--- config.mk ---
export PLATFORM = sky130hd
export DESIGN_NAME = ffight_adc_sched
export DESIGN_NICKNAME = d
export VERILOG_FILES = /design/src/rtl/ffight_adc_pkg.sv /design/src/rtl/ffight_adc_scan.sv /design/src/rtl/ffight_adc_sched.sv
export SDC_FILE = /design/constraint.sdc
export NUM_CORES = 1
export LEC_CHECK = 0
export ABC_AREA = 1
export CORE_MARGIN = 4
export CORE_UTILIZATION = 30
export DETAILED_ROUTE_END_ITERATION = 10
export GPL_TIMING_DRIVEN = 0
export PLACE_DENSITY = 0.64
export SLEW_MARGIN = 20
export SYNTH_ARGS = -nofsm -noshare
export SYNTH_HDL_FRONTEND = slang
export SYNTH_SLANG_ARGS = --single-unit
--- constraint.sdc ---
create_clock -name MCLK -period 2 [get_ports MCLK]
set_clock_uncertainty 0.2 [all_clocks]
set_input_delay 0.4 -clock MCLK [delete_from_list [all_inputs] [get_ports MCLK]]
set_output_delay 0.4 -clock MCLK [all_outputs]
set_load 0.01 [all_outputs]
--- src/rtl/ffight_adc_pkg.sv ---
// rtl/ffight_adc_pkg.sv - shared types and constants for the Food Fight ADC0809 emulation
// The optional background scanner is enabled with ADC_SCAN_EN.
package ffight_adc_pkg;

  typedef enum logic [1:0] {
    IDLE    = 2'd0,
    SAMPLE  = 2'd1,
    CONVERT = 2'd2,
    DONE    = 2'd3
  } adc_state_t;

  localparam int unsigned NUM_CH  = 8;
  localparam int unsigned NUM_ANA = 4;
  localparam int unsigned CH_W    = 3;

  localparam int unsigned DEF_CONV_CYCLES = 8;
  localparam logic [7:0]  DEF_FILL_VAL    = 8'hFF;

  // Only channels 0..3 are wired to sticks; the rest read back a fixed fill value.
  function automatic logic [7:0] ain_mux(input logic [CH_W-1:0] ch,
                                         input logic [7:0] a0, input logic [7:0] a1,
                                         input logic [7:0] a2, input logic [7:0] a3,
                                         input logic [7:0] fill);
    case (ch)
      3'd0:    return a0;
      3'd1:    return a1;
      3'd2:    return a2;
      3'd3:    return a3;
      default: return fill;
    endcase
  endfunction

endpackage

--- src/rtl/ffight_adc_scan.sv ---
// rtl/ffight_adc_scan.sv - round-robin shadow sampler for the four stick channels
// Instantiated by ffight_adc_sched only when ADC_SCAN_EN is defined.
module ffight_adc_scan
  import ffight_adc_pkg::*;
#(
  parameter logic [7:0] FILL_VAL = DEF_FILL_VAL
) (
  input  logic            clk_i,
  input  logic            rst_ni,
  input  logic            ce_i,
  input  logic            en_i,
  input  logic [7:0]      ain0_i,
  input  logic [7:0]      ain1_i,
  input  logic [7:0]      ain2_i,
  input  logic [7:0]      ain3_i,
  input  logic [CH_W-1:0] sel_i,
  output logic [7:0]      data_o
);

  logic [7:0] shadow_q [NUM_ANA];
  logic [1:0] ptr_q;

  always_ff @(posedge clk_i) begin
    if (!rst_ni) begin
      for (int i = 0; i < NUM_ANA; i++) shadow_q[i] <= 8'h00;
      ptr_q <= 2'd0;
    end else if (ce_i && en_i) begin
      shadow_q[ptr_q] <= ain_mux({1'b0, ptr_q}, ain0_i, ain1_i, ain2_i, ain3_i, FILL_VAL);
      ptr_q           <= ptr_q + 2'd1;
    end
  end

  assign data_o = sel_i[2] ? FILL_VAL : shadow_q[sel_i[1:0]];

endmodule

--- src/rtl/ffight_adc_sched.sv ---
// rtl/ffight_adc_sched.sv - ADC0809-style conversion sequencer shared by the four stick axes
// Define ADC_SCAN_EN to add SCAN_MODE and the shadow-register fast path.
module ffight_adc_sched
  import ffight_adc_pkg::*;
#(
  parameter int unsigned CONV_CYCLES = DEF_CONV_CYCLES,
  parameter logic [7:0]  FILL_VAL    = DEF_FILL_VAL
) (
  input  logic            MCLK,
  input  logic            RESET_N,
  input  logic            CE,
  input  logic            START,
  input  logic [CH_W-1:0] CH,
  input  logic [7:0]      AIN0,
  input  logic [7:0]      AIN1,
  input  logic [7:0]      AIN2,
  input  logic [7:0]      AIN3,
`ifdef ADC_SCAN_EN
  input  logic            SCAN_MODE,
`endif
  output logic [7:0]      DOUT,
  output logic            EOC,
  output logic            BUSY
);

  localparam logic [7:0] CONV_M1 = 8'(CONV_CYCLES - 1);

  if (CONV_CYCLES < 1 || CONV_CYCLES > 255) begin : g_bad_conv_cycles
    $error("CONV_CYCLES must be in 1..255");
  end

  adc_state_t      state_q;
  logic [CH_W-1:0] chan_q;
  logic [7:0]      cnt_q;
  logic [7:0]      sample_q;
  logic [7:0]      dout_q;
  logic            eoc_q;
  logic            busy_q;
  logic [7:0]      ain_sel;

  assign ain_sel = ain_mux(chan_q, AIN0, AIN1, AIN2, AIN3, FILL_VAL);

`ifdef ADC_SCAN_EN
  logic [7:0] shadow_sel;

  ffight_adc_scan #(.FILL_VAL(FILL_VAL)) u_scan (
    .clk_i  (MCLK),
    .rst_ni (RESET_N),
    .ce_i   (CE),
    .en_i   (SCAN_MODE),
    .ain0_i (AIN0),
    .ain1_i (AIN1),
    .ain2_i (AIN2),
    .ain3_i (AIN3),
    .sel_i  (chan_q),
    .data_o (shadow_sel)
  );
`endif

  // START outranks CE so a CPU write always aborts and restarts the conversion.
  always_ff @(posedge MCLK) begin
    if (!RESET_N) begin
      state_q  <= IDLE;
      chan_q   <= '0;
      cnt_q    <= 8'h00;
      sample_q <= 8'h00;
      dout_q   <= 8'h00;
      eoc_q    <= 1'b1;
      busy_q   <= 1'b0;
    end else if (START) begin
      chan_q  <= CH;
      state_q <= SAMPLE;
      eoc_q   <= 1'b0;
      busy_q  <= 1'b1;
    end else if (CE) begin
      case (state_q)
        SAMPLE: begin
`ifdef ADC_SCAN_EN
          if (SCAN_MODE) begin
            dout_q  <= shadow_sel;
            eoc_q   <= 1'b1;
            busy_q  <= 1'b0;
            state_q <= DONE;
          end else
`endif
          begin
            sample_q <= ain_sel;
            cnt_q    <= CONV_M1;
            state_q  <= CONVERT;
          end
        end
        CONVERT: begin
          if (cnt_q != 8'h00) begin
            cnt_q <= cnt_q - 8'h01;
          end else begin
            dout_q  <= sample_q;
            eoc_q   <= 1'b1;
            busy_q  <= 1'b0;
            state_q <= DONE;
          end
        end
        default: ;
      endcase
    end
  end

  assign DOUT = dout_q;
  assign EOC  = eoc_q;
  assign BUSY = busy_q;

endmodule

**Word level (Yosys, flattened, before mapping)**

Index checks and enable logic that the tools add are counted.

- Muxes and demuxes: 15
- Equal/unequal tests: 9
- Reductions and logical operators: 13
- $add $sub $neg: 1
- Bitwise gates (word level): 3

Operators by type and width:

| kind | number |
|---|---|
| 8-bit one-hot mux with 4 select lines | 1 |
| 8-bit one-hot mux with 2 select lines | 1 |
| 3-bit AND reduction | 4 |
| 1-bit two-way mux | 10 |
| 8-bit two-way mux | 1 |
| 4-bit AND reduction | 2 |
| 8-bit nonzero test | 1 |
| 8-bit by 1-bit subtractor with 8-bit output, second input constant | 1 |
| 3-bit by 2-bit == test with 1-bit output, second input constant | 2 |
| 2-bit != test, second input constant | 3 |
| 2-bit nonzero test | 3 |
| 2-bit one-hot mux with 2 select lines | 1 |
| 3-bit by 1-bit == test with 1-bit output, second input constant | 1 |
| 3-bit zero test | 1 |
| 3-bit != test, second input constant | 1 |
| 1-bit NOT | 3 |
| 3-bit nonzero test | 1 |
| 2-bit by 1-bit == test with 1-bit output, second input constant | 1 |
| 2-bit == test, second input constant | 1 |
| 2-bit two-way mux | 1 |
| 2-bit OR reduction | 1 |

- Bits in registers: 31
- Logic and storage cells: 49
- Input port bits: 39
- Output and inout bits: 10

**Longest topological paths before layout**

- Word-level depth: 5
- Depth in mapped cells: 12
- Mapped depth without buffers: 11

**Worst setup path after synthesis**

OpenSTA, ideal clock, no wires.

- Path kind: register -> register
- Start: reg state_q[0]
- End: reg busy_q, in the netlist BUSY
- Data arrival time: 1.275 ns
- Stages on the path, launching flop included: 11
- Path buffers: 1
- Required time: 1.672 ns
- Setup time: 0.128 ns
- Slack: 0.397 ns
- Clock period less this slack: 1.603 ns
- Cells stage by stage: dfxtp_1 > inv_1 > ha_1 > nand2_1 > inv_1 > nand2_1 > nor2_4 > buf_4 > nand2_1 > a21oi_1 > nor2_1

- Cells in the longest elaborated chain, start to end: 3

RTL lines:

| element | line | source |
|---|---|---|
| start, declared | ffight_adc_sched.sv:32 | `adc_state_t state_q;` |
| start signal, assigned | ffight_adc_sched.sv:63 | `state_q <= IDLE;` |
| start signal, assigned | ffight_adc_sched.sv:72 | `state_q <= SAMPLE;` |
| start signal, assigned | ffight_adc_sched.sv:89 | `state_q <= CONVERT;` |
| 2-bit == test | ffight_adc_sched.sv:76 | `case (state_q)` |
| 2-bit nonzero test (no line) | n/a |  |
| 3-bit AND reduction (no line) | n/a |  |
| end signal, assigned | ffight_adc_sched.sv:69 | `busy_q <= 1'b0;` |
| end signal, assigned | ffight_adc_sched.sv:74 | `busy_q <= 1'b1;` |
| end signal, assigned | ffight_adc_sched.sv:98 | `busy_q <= 1'b0;` |
| end, declared | ffight_adc_sched.sv:38 | `logic busy_q;` |

Every way passes these cells.
A chain may end at the register's enable or synchronous reset.

**Worst setup path after layout**

- Start: in CE
- End: reg cnt_q[5]

- Cells in the longest elaborated chain, start to end: 1

RTL lines:

| element | line | source |
|---|---|---|
| start, declared | ffight_adc_sched.sv:11 | `input logic CE,` |
| 4-bit AND reduction (no line) | n/a |  |
| end signal, assigned | ffight_adc_sched.sv:94 | `cnt_q <= cnt_q - 8'h01;` |
| end, declared | ffight_adc_sched.sv:34 | `logic [7:0] cnt_q;` |

Every way passes these cells.

==> results.yml <==
logic_synthesis:
  ys_seq_elements: 31
  ys_seq_area_frac: 0.3860
  synth_area_mm2: 0.001608
  syn_avg_cell_area_um2: 7.021
  synth-edff-count: 0
  async_flop_share: 0
  ys_types: 27
  ys_warn_count: 0
  synth_nets: 272
  netlist_instances: 229
  ys.flop_type: "dfxtp_1"
grt:
  grt_pass1_wl_mm: 6.603
  antenna_found_initial: 0
  track_usage: 0.1287
  grt_pass1_vias: 1552
  grt_start_max_net_pins: 11
  grt_overflow: 0
critical_path:
  setup.worst_path.class: "primary input to flip-flop"
  cp.required_ns: 1.97
  worstPathArrival_ns: 1.86
  r2r_start: "state_q[0]$_SDFFE_PN0P_"
  critPathLaunchType: "primary input"
  cp-end-kind: "flip-flop"
  reg2reg_slack_ns: 0.24
  reg2reg_to: "DOUT[1]$_SDFFE_PN0P_"
  ff2ff_path_depth: 10
  crit_fanout: 10
  cp-endpoint: "cnt_q[5]$_SDFFE_PN0P_"
  cp-startpoint: "CE"
status:
  status: "finished clean"
timing:
  maxSlewHeadroom: 0.6514
  tightest_slew_ns: 0.5201
  period_share: 0.9440
  min_period_ns: 1.888
  layout_setup_ws_ns: 0.1120
  report.final.setup_viol: 0
  max_clock_freq_mhz: 529.7
  grt_setup_unrepaired: "yes"
  slew_violations: 0
  hold_viol_final: 0
final_layout:
  diodes: 0
  syn_to_final_growth_pct: 41.01
  fin_nets: 327
  instances_no_fill: 355
  drive_gt1_frac: 0.08421
  final_cell_mix: "55 x nand2_1, 47 x clkdlybuf4s50_1, 31 x dfxtp_1"
  final_common_cell: "nand2_1"
placement:
  hpwlAfterDp_mm: 2.987
  dp_slack_ns: -0.3108
  portBuffers: 48
  post-place-cells: 347
  gp_congestion: 0.7612
pwr:
  p_per_area_mw_per_mm2: 608.4
  p_leak_nw: 0.9220
  irDropWorstVdd_mv: 0.2837
cts:
  cts_sinks: 31
  cts_buffers: 5
  tritoncts: "done"
  clk_pin_slew_ns: 0.07
  clk_latency_ns: 0.29
  cts-root-buf: "clkbuf_8"
  cts_hold_buf: 0
  h-tree-depth: 2
  clock_path_buffers: 2
detailed_routing:
  drt-initial-drc-count: 51
  drtPass1Iterations: 4
  viasPerCell: 4.425
  antenna_left: 0
  wire_per_inst_um: 10.67
  dr_total_vias: 1571
  routed_wl_mm: 3.789
  drcViolationCount: 0
floorplanning:
  fp.dieH_um: 81.21
  dieArea_mm2: 0.006594
  core-area_mm2: 0.005140
  start_util: 0.3128
  die_x_um: 81.21
  io_pins: 49
  row_count: 26
worst_hold_path:
  hp-class: "flip-flop to flip-flop"
flow_run:
  maxCapViolCount: 0
## worst min-delay path by stage
stage                             to  cells after the start                  start  slack (ns)
2_1_floorplan  cnt_q[0]$_SDFFE_PN0P_                      1  cnt_q[0]$_SDFFE_PN0P_        0.23
3_3_place_gp   cnt_q[0]$_SDFFE_PN0P_                      1  cnt_q[0]$_SDFFE_PN0P_        0.25
3_5_place_dp   cnt_q[0]$_SDFFE_PN0P_                      1  cnt_q[0]$_SDFFE_PN0P_        0.26
4_1_cts        cnt_q[0]$_SDFFE_PN0P_                      1  cnt_q[0]$_SDFFE_PN0P_        0.26
5_1_grt        cnt_q[0]$_SDFFE_PN0P_                      1  cnt_q[0]$_SDFFE_PN0P_        0.29
6_report       cnt_q[0]$_SDFFE_PN0P_                      1  cnt_q[0]$_SDFFE_PN0P_        0.26
## power by group
| part | switching [mW] | internal [mW] |
|---|---|---|
| logic | 0.124 | 0.127 |
| clock network | 0.225 | 0.244 |
| registers | 0.0182 | 0.642 |
## critical path, cell delays in order
cell and delay [ns]:
clkdlybuf4s50_1 0.51, inv_2 0.10, nor2_8 0.18, nand2_4 0.07
nor2_4 0.13, inv_1 0.11, o21ai_1 0.27, nor2_1 0.08
## flip-flops by register name (all words and copies together) (netlist names)
name / cells
EOC: 1
DOUT: 8
state_q: 2
sample_q: 8
chan_q: 3
BUSY: 1
cnt_q: 8
## routing by layer
| metal | wire length, µm | track usage | up-vias |
|---|---|---|---|
| met5 | 0 | 0 | - |
| met4 | 70 | 0.05743 | 0 |
| met3 | 316 | 0.05543 | 7 |
| met2 | 1735 | 0.2225 | 41 |
| met1 | 1667 | 0.1350 | 669 |
| li1 | - | - | 854 |
## area by class of cell
type,instances,area [µm²]
Clock inverter,1,5.005
Timing Repair Buffer,48,483.0
Fill cell,563,2873
Clock buffer,7,76.32
Multi-Input combinational cell,165,859.6
Sequential cell,31,620.6
Buffer,4,26.28
Inverter,29,108.9
Tap cell,70,87.58
## per-stage QoR
stage | hold slack (ns) | setup TNS, ns | power [mW] | utilization | area (µm²)
5_1_grt | 0.2861 | -0.02068 | 1.462 | 0.4411 | 2267
6_report | 0.2622 | 0 | 1.379 | 0.4411 | 2267
3_5_place_dp | 0.2551 | -3.387 | 0.9239 | 0.4233 | 2176
4_1_cts | 0.2650 | 0 | 1.397 | 0.4391 | 2257
3_3_place_gp | 0.2500 | -3.356 | 0.9204 | 0.4233 | 2176
2_1_floorplan | 0.2326 | 0 | 0.8067 | - | 1608
## Yosys cell counts, drive strengths merged (2+ instances only)
library cell	instances	area (µm²)
nand2	58	230.2
dfxtp	31	620.6
inv	29	108.9
a21oi	26	130.1
nor2	23	117.6
o21ai	18	90.09
nand3	16	85.08
nor3	9	76.33
and3	4	25.02
ha	4	50.05
nand4	3	18.77
buf	2	18.77
clkbuf	2	7.510
## logic make-up after synthesis
logic type / synth area share
AOI/OAI and AO/OA: 0.1455
xor gates and xnor gates: 0.005448
adders and majority gates: 0.03113
buffers and inverters: 0.08405
DFF: 0.3860
and+or+nand+nor: 0.3479
## timing repair
item | CTS | global route
setup buffers | 0 | 0
endpoints found under the setup margin | 0 | 17
resized for setup | 0 | 3
No activity file was read; power rests on OpenSTA's default activity.
